--- src/rtl/prefetch_fetch_unit_pkg.sv ---
// Shared core definitions used by the fetch stage.
package prefetch_fetch_unit_pkg;

  localparam int unsigned ILEN = 32;
  localparam logic [ILEN-1:0] NOP_INSTR = 32'h0000_0013;

  typedef struct packed {
    logic [31:0]     pc;
    logic [ILEN-1:0] instr;
  } fetch_entry_t;

endpackage

--- src/rtl/fetch_fifo.sv ---
// Small synchronous FIFO with clear; head word is read straight from storage.
module fetch_fifo #(
  parameter int unsigned WIDTH = 32,
  parameter int unsigned DEPTH = 4
) (
  input  logic                     clk,
  input  logic                     reset,
  input  logic                     clear,
  input  logic                     push,
  input  logic [WIDTH-1:0]         push_data,
  input  logic                     pop,
  output logic [WIDTH-1:0]         head_data,
  output logic [$clog2(DEPTH):0]   count
);

  localparam int unsigned AW = $clog2(DEPTH);

  logic [WIDTH-1:0] mem [DEPTH];
  logic [AW-1:0]    wr_ptr;
  logic [AW-1:0]    rd_ptr;
  logic [AW:0]      cnt_q;

  // Storage write; contents need no reset since count gates visibility.
  always_ff @(posedge clk) begin
    if (push && !clear) mem[wr_ptr] <= push_data;
  end

  // Pointer and occupancy bookkeeping.
  always_ff @(posedge clk) begin
    if (reset || clear) begin
      wr_ptr <= '0;
      rd_ptr <= '0;
      cnt_q  <= '0;
    end else begin
      if (push) wr_ptr <= wr_ptr + AW'(1);
      if (pop)  rd_ptr <= rd_ptr + AW'(1);
      if (push && !pop)      cnt_q <= cnt_q + (AW+1)'(1);
      else if (pop && !push) cnt_q <= cnt_q - (AW+1)'(1);
    end
  end

  assign head_data = mem[rd_ptr];
  assign count     = cnt_q;

endmodule

--- src/rtl/prefetch_fetch_unit.sv ---
// Decoupled instruction prefetch stage: issues in-order fetches, queues
// returned instructions for Decode and flushes on an Execute redirect.
module prefetch_fetch_unit
  import prefetch_fetch_unit_pkg::*;
#(
  parameter int unsigned     XLEN     = 32,
  parameter int unsigned     DEPTH    = 4,
  parameter logic [XLEN-1:0] RESET_PC = '0
) (
  input  logic            clk,
  input  logic            reset,
  output logic            imem_req_valid,
  input  logic            imem_req_ready,
  output logic [XLEN-1:0] imem_addr,
  input  logic            imem_rsp_valid,
  input  logic [31:0]     imem_rsp_data,
  input  logic            pc_srcE,
  input  logic [XLEN-1:0] pc_targetE,
  input  logic            stallD,
  output logic            validD,
  output logic [31:0]     instrD,
  output logic [XLEN-1:0] pcD,
  output logic [XLEN-1:0] pc_plus4D
);

  localparam int unsigned     CW      = $clog2(DEPTH) + 1;
  localparam int unsigned     EW      = XLEN + ILEN;
  localparam logic [CW:0]     DEPTH_C = DEPTH[CW:0];
  localparam logic [XLEN-1:0] PC_STEP = XLEN'(4);

  logic [XLEN-1:0] pc_reqF;
  logic [XLEN-1:0] last_pc;
  logic [XLEN-1:0] issued_pc;
  logic [EW-1:0]   head_entry;
  logic [XLEN-1:0] head_pc;
  logic [ILEN-1:0] head_instr;
  logic [CW-1:0]   cnt;
  logic [CW-1:0]   out_cnt;
  logic [CW-1:0]   drop_cnt;
  logic            accept;
  logic            rsp_keep;
  logic            pop;

  assign imem_req_valid = !reset && !pc_srcE &&
                          (({1'b0, cnt} + {1'b0, out_cnt}) < DEPTH_C);
  assign accept   = imem_req_valid && imem_req_ready;
  assign rsp_keep = imem_rsp_valid && (drop_cnt == '0) && !pc_srcE;
  assign validD   = (cnt != '0);
  assign pop      = validD && !stallD && !pc_srcE;
  assign imem_addr = pc_reqF;

  assign head_pc    = head_entry[EW-1:ILEN];
  assign head_instr = head_entry[ILEN-1:0];

  // Decoded instruction queue; a redirect flushes it in one edge.
  fetch_fifo #(.WIDTH(EW), .DEPTH(DEPTH)) u_instr_q (
    .clk       (clk),
    .reset     (reset),
    .clear     (pc_srcE),
    .push      (rsp_keep),
    .push_data ({issued_pc, imem_rsp_data}),
    .pop       (pop),
    .head_data (head_entry),
    .count     (cnt)
  );

  // Issued-PC queue; its occupancy is exactly the outstanding-request count,
  // so it doubles as out_cnt. Never flushed: stale responses still pop it.
  fetch_fifo #(.WIDTH(XLEN), .DEPTH(DEPTH)) u_pc_q (
    .clk       (clk),
    .reset     (reset),
    .clear     (1'b0),
    .push      (accept),
    .push_data (pc_reqF),
    .pop       (imem_rsp_valid),
    .head_data (issued_pc),
    .count     (out_cnt)
  );

  // Fetch PC: redirect wins, otherwise advance on each accepted request.
  always_ff @(posedge clk) begin
    if (reset)        pc_reqF <= RESET_PC;
    else if (pc_srcE) pc_reqF <= pc_targetE;
    else if (accept)  pc_reqF <= pc_reqF + PC_STEP;
  end

  // Stale-response counter. On redirect every request still outstanding after
  // this cycle is stale; already-doomed ones are part of out_cnt, so the new
  // value is out_cnt minus any response consumed now (accumulates correctly).
  always_ff @(posedge clk) begin
    if (reset)                                  drop_cnt <= '0;
    else if (pc_srcE)                           drop_cnt <= out_cnt - CW'(imem_rsp_valid);
    else if (imem_rsp_valid && drop_cnt != '0)  drop_cnt <= drop_cnt - CW'(1);
  end

  // Remember the last presented PC so pcD holds while the queue is empty.
  always_ff @(posedge clk) begin
    if (reset)       last_pc <= '0;
    else if (validD) last_pc <= head_pc;
  end

  assign instrD    = validD ? head_instr : NOP_INSTR;
  assign pcD       = validD ? head_pc : last_pc;
  assign pc_plus4D = pcD + PC_STEP;

endmodule

--- config.mk ---
export PLATFORM = sky130hd
export DESIGN_NAME = prefetch_fetch_unit
export DESIGN_NICKNAME = d
export VERILOG_FILES = /design/src/rtl/prefetch_fetch_unit_pkg.sv /design/src/rtl/fetch_fifo.sv /design/src/rtl/prefetch_fetch_unit.sv
export SDC_FILE = /design/constraint.sdc
export NUM_CORES = 1
export LEC_CHECK = 0
export BUFFER_PORTS_ARGS = -buffer_cell sky130_fd_sc_hd__buf_2
export CAP_MARGIN = 20
export CORE_MARGIN = 1
export CORE_UTILIZATION = 50
export CTS_CLUSTER_DIAMETER = 120
export DETAILED_ROUTE_END_ITERATION = 10
export PLACE_DENSITY = 0.69
export SYNTH_ARGS = -nofsm -noshare
export SYNTH_HDL_FRONTEND = slang
export SYNTH_HIERARCHICAL = 1
export SYNTH_SLANG_ARGS = --single-unit
--- constraint.sdc ---
create_clock -name clk -period 7.5 [get_ports clk]
set_input_delay 0.75 -clock clk [delete_from_list [all_inputs] [get_ports clk]]
set_output_delay 0.75 -clock clk [all_outputs]
set_load 0.01 [all_outputs]
==> metrics.md <==
| Metric | Value |
|---|---|
| Status | finished clean |
| Die ar. | 39,200 µm² |
| CP Class | reg -> out |
| H-tree Lvls | 2 |
| Chip height | 198 µm |
| Final Max Slew Viols | 0 |
| Rel. slew slack | 36.0% |
| Post-synth cell types | 59 |
| Post-synth ARST share | 0% |
| HPWL Detailed | 25,800 µm |
| Maxcap violations | 0 |
| Area occupied by multi-input gates | 5410 µm² |
| Cts bufs inserted | 48 |
| Power per cell area | 251 nW/µm² |
| Clock transition at path regs | 60 ps |
| DRT Wirelength | 40,100 µm |
| Initial DRC Count | 595 |
| RSZ-0062 raised after global routing | false |
| HP Class | in -> reg |
| Longest Clk Path Bufs | 3 |
| First-pass iteration count of the detailed router | 5 |
| Fin crit share | 65.8% |
| First-pass GRT wire length | 62,100 µm |
| Register Area | 13,200 µm² |
| EDFF count, synth | 384 |
| Worst R2R Setup Slack | 3890 ps |
| TritonCTS clock tree | yes |
| Initial antenna violation count | 3 |
| Hold-fix buffers at CTS | 0 |
| Clk Latency, worst-skew pair | 550 ps |
| Crit path time final | 4940 ps |
| Vias in the first global route | 10,700 |
| Synth area leaders | edfxtp_1 60%, mux4_2 11%, dfxtp_1 8.9%, mux2i_1 2.0%, nor2_1 1.6% |
| Port Buffers | 199 |
| Critical Path End Type | output port |
| Die X | 198 µm |
| Post-DP Area | 20,600 µm² |
| Avg Cell Area, Syn | 16.6 µm² |
| Peak Freq | 203 MHz |
| DRT antenna net count | 0 |
| Vias per cell | 5.62 |
| Total power | 0.00554 W |
| Most common cell after layout, fill and taps aside | edfxtp_1 |
| Final core utilization | 58.4% |
| Initial core utilization | 50.9% |
| CTS sink cnt | 469 |
| Clk root buf | clkbuf_16 |
| Worst path required time | 6750 ps |
| Global route overflow | 0 |
| Final setup vio count | 0 |
| Design Area, Final | 22,100 µm² |
| Std cell rows | 71 |
| CP Max Fanout | 37 |
| Peak supply drop | 0.176 mV |
| Top cell type by total area after synthesis | edfxtp_1 |
| Cell count after synthesis | 1,158 |
| Setup tns final | 0 ps |
| Core ar. | 37,800 µm² |
| GP Congestion | 0.837 |
| Type of origin of the critical path | flop |
| Post-synth top area share | 60.0% |
| DR vias | 10,800 |
| Seq cells post-synth | 469 |
| Area Growth Syn to Fin | 14.7% |
| Crit path DAT | 4190 ps |
| Hold Fails Final Rpt | 0 |
| Synth Flop Type | edfxtp_1 |
| WL/cell | 20.9 µm |
| CTS resizes | 0 |
| Warnings, synthesis | 6 |
| Setup Skew | 12.6 ps |
| Nets | 1,455 |
| Pin count of the biggest net entering global routing | 71 |
| Layout cell share with drive strength beyond 1 | 27.8% |
| I/O pins | 200 |
| Drc violations | 0 |
| Mapped cell area | 19,200 µm² |
| Number of fill cells | 2,843 |
| P_leak | 7.74 nW |
| Sequential fraction of the synthesis area | 68.8% |
| Commonest non-fill, non-tap cells in the layout | 384 x edfxtp_1, 199 x buf_2, 90 x mux4_2, 81 x nor2_1, 81 x dfxtp_1 |
| Slew @ Worst Pin | 957 ps |
| GRT Total Usage | 20.9% |
| Post-CTS setup buffers | 0 |
[critical path, cell delays in order, from the launching register on]
cell	delay (ps)
dfxtp_2	800
buf_4	590
mux4_2	340
nand4_1	150
nor4b_2	520
o2111ai_1	360
or3_1	460
a21oi_1	200
buf_2	170
[metrics by stage]
stage          cells  hold WS (ps)  setup WS, ps
5_1_grt         1916           407          2310
2_1_floorplan   1159           440          3670
3_5_place_dp    1826           453          3140
4_1_cts         1916           398          2520
6_report        1918           414          2560
3_3_place_gp    1826           450          3160
[path summary, 6_finish.rpt]
kind	from	end	cells past startpoint
hold reg to reg	last_pc[1]	last_pc[1]	2
setup / recovery	flop	pc_plus4D[27]	8
setup reg to reg	u_instr_q/count[1]	u_pc_q/mem[3][22]	7
hold / removal	imem_rsp_data[1]	u_instr_q/mem[1][1]	1
[per-layer routing]
| metal | GRT usage (%) | routed length [µm] | vias up |
|---|---|---|---|
| met3 | 3.49 | 2580 | 52 |
| met4 | 4.65 | 572 | 2 |
| met1 | 30.7 | 18200 | 5399 |
| met5 | 0 | 13 | - |
| met2 | 32.8 | 18700 | 408 |
| li1 | - | - | 4911 |
[kinds of logic after synthesis]
| family | synth area share [%] |
|---|---|
| muxes | 13.8 |
| and+or+nand+nor | 7.67 |
| AOI/OAI and AO/OA | 3.21 |
| DFF | 68.8 |
| adders and majority gates | 1.38 |
| xor gates and xnor gates | 2.05 |
| other | 0.0195 |
| buffers and inverters | 3.05 |
[where the power goes]
part | switching, W | internal, W | leakage, nW
combinational | 0.000237 | 0.000158 | 2.83
sequential | 0.0000497 | 0.00286 | 4.18
clock | 0.000927 | 0.00130 | 0.721
total | 0.00121 | 0.00432 | 7.74
[cell type report]
class	instances	share of cell area [%]
Sequential cell	469	60.0
Inverter	47	0.800
Multi-Input combinational cell	586	24.5
Clock inverter	26	0.896
Clock buffer	64	5.82
Timing Repair Buffer	213	4.99
Tap cell	511	2.90
Antenna cell	2	0.0227
[Yosys cell counts (5+ instances only)]
master    instances
and3_1           13
a211oi_1         11
nor3_1           14
buf_2            15
nand2_1          46
inv_1            46
and2_1           40
mux4_2           90
mux2i_1          38
nand3_1          30
nor4_1            7
buf_12            9
or3_1             7
ha_1             18
a21oi_1          29
edfxtp_1        384
clkbuf_1         23
a31oi_1          11
xor2_1           13
nand4_1          25
xnor2_1          32
a22oi_1           5
nor2_1           81
dfxtp_1          85
mux4_1            6
o21ai_0          16
[state kept, by name, indices dropped and copies added (netlist names), named ones only]
signal and count:
u_pc_q/mem 128, u_pc_q/count 3, imem_addr 32, u_instr_q/mem 256, u_instr_q/wr_ptr 2, u_pc_q/wr_ptr 2, drop_cnt 3, u_instr_q/count 3
u_pc_q/rd_ptr 2, u_instr_q/rd_ptr 2, last_pc 32
Power figures use the tool's default switching activity.
